==> config.mk <==
export PLATFORM = sky130hd
export DESIGN_NAME = fb_port_arbiter
export DESIGN_NICKNAME = d
export VERILOG_FILES = /design/src/rtl/fb_pkg.sv /design/src/rtl/sync_fifo.sv /design/src/rtl/fb_port_arbiter.sv
export SDC_FILE = /design/constraint.sdc
export NUM_CORES = 1
export LEC_CHECK = 0
export CAP_MARGIN = 40
export CELL_PAD_IN_SITES_DETAIL_PLACEMENT = 1
export CELL_PAD_IN_SITES_GLOBAL_PLACEMENT = 2
export CORE_ASPECT_RATIO = 0.7
export CORE_UTILIZATION = 41
export DETAILED_ROUTE_END_ITERATION = 16
export PLACE_DENSITY = 0.93
export SLEW_MARGIN = 10
export SYNTH_ARGS = -nofsm -noshare
export SYNTH_HDL_FRONTEND = slang
export SYNTH_HIERARCHICAL = 1
export SYNTH_SLANG_ARGS = --single-unit
==> constraint.sdc <==
create_clock -name clk -period 3.6 [get_ports clk]
set_input_delay 0.72 -clock clk [delete_from_list [all_inputs] [get_ports clk]]
set_output_delay 0.72 -clock clk [all_outputs]
set_load 0.01 [all_outputs]
==> src/rtl/fb_pkg.sv <==
// Shared framebuffer-arbiter defaults and the grant encoding.
package fb_pkg;

   localparam int unsigned FB_ADDR_W = 16;
   localparam int unsigned FB_DATA_W = 8;

   typedef enum logic [1:0] {
      G_NONE = 2'd0,
      G_RD   = 2'd1,
      G_WR   = 2'd2
   } grant_e;

endpackage

==> src/rtl/sync_fifo.sv <==
// Single-clock FIFO with a registered occupancy count; head is presented combinationally.
module sync_fifo #(
   parameter int unsigned WIDTH = 24,
   parameter int unsigned DEPTH = 4
) (
   input  logic                     clk,
   input  logic                     rst,
   input  logic                     push,
   input  logic [WIDTH-1:0]         din,
   input  logic                     pop,
   output logic [WIDTH-1:0]         dout,
   output logic [$clog2(DEPTH):0]   level,
   output logic                     full,
   output logic                     empty
);

   localparam int unsigned PW = $clog2(DEPTH);
   localparam int unsigned LW = PW + 1;

   logic [WIDTH-1:0] mem_q [DEPTH];
   logic [PW-1:0]    wr_ptr_q, rd_ptr_q;
   logic [LW-1:0]    level_q, level_d;
   logic             do_push, do_pop;

   assign full  = (level_q == LW'(DEPTH));
   assign empty = (level_q == '0);
   assign level = level_q;
   assign dout  = mem_q[rd_ptr_q];

   always_comb begin
      do_push = push && !full;
      do_pop  = pop && !empty;
      level_d = level_q;
      unique case ({do_push, do_pop})
         2'b10:   level_d = level_q + LW'(1);
         2'b01:   level_d = level_q - LW'(1);
         default: level_d = level_q;
      endcase
   end

   always_ff @(posedge clk) begin
      if (rst) begin
         wr_ptr_q <= '0;
         rd_ptr_q <= '0;
         level_q  <= '0;
      end else begin
         level_q <= level_d;
         if (do_push) wr_ptr_q <= wr_ptr_q + PW'(1);
         if (do_pop)  rd_ptr_q <= rd_ptr_q + PW'(1);
      end
   end

   // Storage needs no reset: entries are only ever read below the level count.
   always_ff @(posedge clk) begin
      if (do_push) mem_q[wr_ptr_q] <= din;
   end

endmodule

==> src/rtl/fb_port_arbiter.sv <==
// Arbitrates the single-port framebuffer RAM between LCD reads (priority) and buffered SPI writes.
module fb_port_arbiter
   import fb_pkg::*;
#(
   parameter int unsigned ADDR_W       = FB_ADDR_W,
   parameter int unsigned DATA_W       = FB_DATA_W,
   parameter int unsigned WFIFO_DEPTH  = 4,
   parameter int unsigned MAX_WR_STALL = 8
) (
   input  logic                           clk,
   input  logic                           rst,
   input  logic                           rd_req,
   input  logic [ADDR_W-1:0]              rd_addr,
   output logic                           rd_ack,
   output logic                           rd_valid,
   output logic [DATA_W-1:0]              rd_data,
   input  logic                           wr_req,
   input  logic [ADDR_W-1:0]              wr_addr,
   input  logic [DATA_W-1:0]              wr_data,
   output logic                           wr_ready,
   output logic [$clog2(WFIFO_DEPTH):0]   wfifo_level,
   output logic                           mem_en,
   output logic                           mem_we,
   output logic [ADDR_W-1:0]              mem_addr,
   output logic [DATA_W-1:0]              mem_wdata,
   input  logic [DATA_W-1:0]              mem_rdata
);

   localparam int unsigned STALL_W = $clog2(MAX_WR_STALL + 1);

   logic [ADDR_W+DATA_W-1:0] head;
   logic [ADDR_W-1:0]        head_addr;
   logic [DATA_W-1:0]        head_data;
   logic                     fifo_full, fifo_empty;
   logic                     rd_rdy, force_wr;
   grant_e                   grant;

   logic                     rd_ack_q, rd_valid_q, mem_en_q, mem_we_q;
   logic [ADDR_W-1:0]        mem_addr_q;
   logic [DATA_W-1:0]        mem_wdata_q, rd_hold_q;
   logic [STALL_W-1:0]       stall_cnt_q;

   sync_fifo #(
      .WIDTH (ADDR_W + DATA_W),
      .DEPTH (WFIFO_DEPTH)
   ) u_wfifo (
      .clk   (clk),
      .rst   (rst),
      .push  (wr_req && !fifo_full),
      .din   ({wr_addr, wr_data}),
      .pop   (grant == G_WR),
      .dout  (head),
      .level (wfifo_level),
      .full  (fifo_full),
      .empty (fifo_empty)
   );

   assign head_addr = head[ADDR_W+DATA_W-1:DATA_W];
   assign head_data = head[DATA_W-1:0];

   // rd_ack in the term stops a second grant while the requester is still dropping rd_req.
   always_comb begin
      rd_rdy   = rd_req && !rd_ack_q;
      force_wr = (stall_cnt_q == STALL_W'(MAX_WR_STALL));
      if (!fifo_empty && (force_wr || !rd_rdy)) begin
         grant = G_WR;
      end else if (rd_rdy) begin
         grant = G_RD;
      end else begin
         grant = G_NONE;
      end
   end

   always_ff @(posedge clk) begin
      if (rst) begin
         rd_ack_q    <= 1'b0;
         rd_valid_q  <= 1'b0;
         rd_hold_q   <= '0;
         mem_en_q    <= 1'b0;
         mem_we_q    <= 1'b0;
         mem_addr_q  <= '0;
         mem_wdata_q <= '0;
         stall_cnt_q <= '0;
      end else begin
         rd_ack_q   <= (grant == G_RD);
         rd_valid_q <= rd_ack_q;
         mem_en_q   <= (grant != G_NONE);
         mem_we_q   <= (grant == G_WR);
         if (rd_valid_q) rd_hold_q <= mem_rdata;

         unique case (grant)
            G_RD: mem_addr_q <= rd_addr;
            G_WR: begin
               mem_addr_q  <= head_addr;
               mem_wdata_q <= head_data;
            end
            default: ;
         endcase

         if (grant == G_WR || fifo_empty) begin
            stall_cnt_q <= '0;
         end else if (grant == G_RD && !force_wr) begin
            stall_cnt_q <= stall_cnt_q + STALL_W'(1);
         end
      end
   end

   // RAM data is live in the rd_valid cycle; the hold register keeps it visible afterwards.
   assign rd_data   = rd_valid_q ? mem_rdata : rd_hold_q;
   assign rd_ack    = rd_ack_q;
   assign rd_valid  = rd_valid_q;
   assign wr_ready  = !fifo_full;
   assign mem_en    = mem_en_q;
   assign mem_we    = mem_we_q;
   assign mem_addr  = mem_addr_q;
   assign mem_wdata = mem_wdata_q;

endmodule
==> results.env <==
STD_CELL_ROWS=35
POST-SYNTH-TOP-AREA-CELL='edfxtp_1'
RSZ0062_AT_GRT='false'
RUN_STATUS='finished clean'
SYNTH_LARGEST_TYPE_AREA_FRACTION_PCT=50.32
PLACE.DETAILED.HPWL_MM=8.994
PATH_DELAY_FAMILY='compound AO/OA/AOI/OAI gates'
DR.FIRST_ITER.DRC_COUNT=162
POSTSYNTHNETCOUNT=434
TOP_CELLS_BY_AREA_SYNTH='edfxtp_1 50%, dfxtp_1 17%, mux4_2 7.9%'
FLOW.AREA_GROWTH_FROM_SYNTHESIS_PCT=28.98
CLK-INSERTION-DELAY-LATE_NS=0.42
IOS=92
DESIGN.CORE.AREA_UM2=13400
MAXCAPVIOLATIONS=0
PLACEMENT.CELL_AREA_UM2=6828
CLOCK_SINKS=145
STARTPOINT='rd_req'
FINALNETCOUNT=526
SYNTH_WARNINGS=6
HOLDCRITSTARTPOINT='mem_addr[2]$_SDFFE_PP0P_'
MAXIMUM_VDD_IR_DROP_uV=376.8
CRITPATHMOSTFREQUENTCELL='inv_1'
POST-ROUTE-MIN-PERIOD_NS=2.781
GRT_MAX_DEGREE=47
GRT_OVERFLOW=0
WORST-SETUP-PATH-TYPE='in -> reg'
POST_DRT_WL_PER_CELL_UM=20.74
LAYOUT-DRIVE-GT1-SHARE_PCT=15.87
TIMING_WORST_SLEW_PIN_VALUE_NS=0.7729
GLOBAL_ROUTE_WIRE_LENGTH_BEFORE_REPAIR_MM=21.52
CPPEAKSTAGEDELAY_NS=0.43
NUMBER_OF_FLIP_FLOPS_AND_LATCHES_IN_THE_SYNTHESIZED_NETLIST=145
FINAL_TOTAL_NEGATIVE_SETUP_SLACK_NS=0
CRITICAL_PATH_REQUIRED_NS=3.95
FINALSETUPVIOLCOUNT=0
DRC_ERRORS=0
FIN_AREA_UM2=7390
GLOBALPLACE.CONGESTION=0.7229
CTS_TREE='done'
INITIAL_UTILIZATION_PCT=42.75
SYNTH_MOST_COMMON_CELL='edfxtp_1'
AVGSYNTHCELLAREA_UM2=15.32
DIE_W_UM=143.3
HEIGHT_OF_THE_DIE_UM=100.9
CTS_ROOT_BUF='clkbuf_16'
DETAIL-ROUTE-ANTENNA-NETS=0
REPORT.POWER.TOTAL_mW=5.092
DRT-TOTAL-WL_MM=13.77
CELLPOWERDENSITY_nW_PER_UM2=689.0
CLKTRANSATPATHREGS_NS=0.06
CTS_SETUP_BUFFERS=0
CLOCK_PATH_BUFFERS=2
CRITICAL_PATH_CELL_BY_CELL='clkdlybuf4s50_1, nor2b_2, o21ai_0, o31ai_1, inv_1, ha_1, inv_1, fa_1, xor2_1, or3_1, a21oi_1'
COUNT_OF_FINAL_MAX_SLEW_CHECK_FAILURES=0
FINAL.FILL_COUNT=1306
YS_ASYNC_SR_FRACTION_PCT=0
CRIT-REG2REG-LAUNCH='u_wfifo/level[0]$_SDFFE_PP0P_'
NUMBER_OF_ANTENNA_VIOLATIONS_AT_THE_FIRST_CHECK_IN_GLOBAL_ROUTING=0
FINAL-HOLD-VIOLATION-COUNT=0
CTS_INSERTED_BUFFERS=17
CAPTURING_ELEMENT_TYPE_OF_THE_CRITICAL_PATH='flop'
CLOCK-SKEW-FINAL_NS=0.01249
CTS_HOLD_BUF=0
ROUTE.DETAILED.VIAS_PER_INST=5.322
CRITPATHLAUNCHTYPE='input pin'
DIE_AREA_UM2=14460
PORTION_OF_THE_POST_SYNTHESIS_AREA_USED_BY_SEQUENTIAL_ELEMENTS_PCT=67.44
CTS_REPAIR_RESIZE_COUNT=0
WORST_HOLD_PATH_TYPE='reg -> reg'
SHARE_OF_THE_CLOCK_PERIOD_USED_BY_THE_WORST_PATH_PCT=77.26
MAX_FREQ_GHz=0.3595
DR_TOTAL_VIAS=3534
SYNTH.CELLS.MOST_FREQUENT='96 x edfxtp_1, 49 x dfxtp_1, 33 x nand3_1, 32 x o211ai_1, 20 x mux4_2'
SLEW-LIMIT-HEADROOM_PCT=48.42
WORST_EP_ARRIVAL_TIME_NS=3.13
NUMBER_OF_ENABLE_TYPE_REGISTER_CELLS_IN_THE_SYNTHESIZED_NETLIST=96
NUMBER_OF_GLOBAL_ROUTE_VIAS_BEFORE_REPAIR=3749
FIN_HOLD_WS_NS=0.4877
CRIT_PATH_TOP_DELAY_CELL='clkdlybuf4s50_1'
CTS_MAX_LEVEL=4
SYNTH_TOP_FLOP_CELL='edfxtp_1'
DIODES=0
CRIT_FANOUT=3
NUMPORTBUFFERS=91
GRT_UTIL_ALL_LAYERS_PCT=20.64
POST_SYNTH_INSTANCE_AREA_UM2=5729
SYNTH_CELLS=374
CRITPATHBUFINV=3
SYNTH.LIB_CELLS_USED.DISTINCT=33
DRT_PRE_ANTENNA_ITERS=5
P_LEAK_nW=2.458
## worst reg2reg max path: cells and delay by family (launching register included)
| family | cells | cell delay (ns) |
|---|---|---|
| AOI/OAI and AO/OA | 3 | 0.49 |
| adders and majority gates | 2 | 0.55 |
| DFF | 1 | 0.47 |
| and+or+nand+nor | 3 | 0.61 |
| buffers and inverters | 3 | 0.37 |
| xor gates and xnor gates | 1 | 0.16 |
## stage by stage
step                      setup slack (ns)  std cells  utilization, %
after detailed placement            0.4079        632           50.95
after CTS                           0.8155        664           55.14
after global routing                0.6560        664           55.14
after global placement              0.5344        630           50.63
final                               0.8186        664           55.14
after floorplan                     0.9723        374               -
## routing by layer
| metal | up-vias | global-route usage, % | part of all wire [%] |
|---|---|---|---|
| met5 | - | 0 | 0 |
| met4 | 0 | 6.383 | 0.98 |
| met3 | 12 | 5.653 | 5.1 |
| met2 | 94 | 33.43 | 48 |
| met1 | 1794 | 27.17 | 46 |
| li1 | 1634 | - | - |
## report_power, final
part | internal (mW) | total, mW | switching, mW
combinational | 0.601 | 1.29 | 0.686
clock | 0.958 | 1.66 | 0.707
sequential | 2.02 | 2.14 | 0.118
## state kept, by name (all words and copies together), names as in the netlist, named ones only
signal            cells
mem_addr             16
mem_en                1
mem_wdata             8
mem_we                1
rd_ack                1
rd_hold_q             8
rd_valid              1
stall_cnt_q           4
u_wfifo/level         3
u_wfifo/mem_q        96
u_wfifo/rd_ptr_q      2
u_wfifo/wr_ptr_q      2
## final timing paths
path | to | slack (ns) | cells past startpoint
worst max-delay path | u_wfifo/level[2]$_SDFFE_PP0P_ | 0.82 | 11
worst max register to register | u_wfifo/level[2]$_SDFFE_PP0P_ | 0.87 | 12
worst min-delay path | mem_addr[2]$_SDFFE_PP0P_ | 0.49 | 2
worst min register to register | mem_addr[2]$_SDFFE_PP0P_ | 0.49 | 2
## layout make-up
cell class / count / area (µm²) / share of cell area (%)
multi-input combinational: 185 / 1648 / 22.30
clock buffer: 17 / 425.4 / 5.757
inverter: 13 / 48.80 / 0.6603
timing repair buffer: 104 / 1036 / 14.02
sequential: 145 / 3864 / 52.29
clock inverter: 15 / 136.4 / 1.846
tap: 185 / 231.5 / 3.132
## kinds of logic after synthesis
group / count (synthesis) / synth area share (%)
compound gates: 66 / 7.556
flops: 145 / 67.44
buf+inv: 44 / 3.931
simple gates: 73 / 6.988
fa+ha+maj: 8 / 1.878
xor+xnor: 5 / 0.7643
mux: 33 / 11.44
## layout by cell type, fill, tap and decap left out, drive strengths merged, types with 3 or more instances in the layout
| cell | count |
|---|---|
| or3 | 3 |
| ha | 7 |
| buf | 13 |
| nor3 | 3 |
| o211ai | 32 |
| inv | 17 |
| clkinv | 8 |
| nor2 | 11 |
| clkbuf | 17 |
| nand2b | 3 |
| a21oi | 13 |
| nand3 | 33 |
| a31oi | 16 |
| mux2 | 8 |
| clkdlybuf4s50 | 91 |
| nor2b | 11 |
| mux4 | 24 |
| o21ai | 4 |
| and2 | 4 |
| edfxtp | 96 |
| dfxtp | 49 |
| xor2 | 4 |
(Power assumes the default switching activity.)
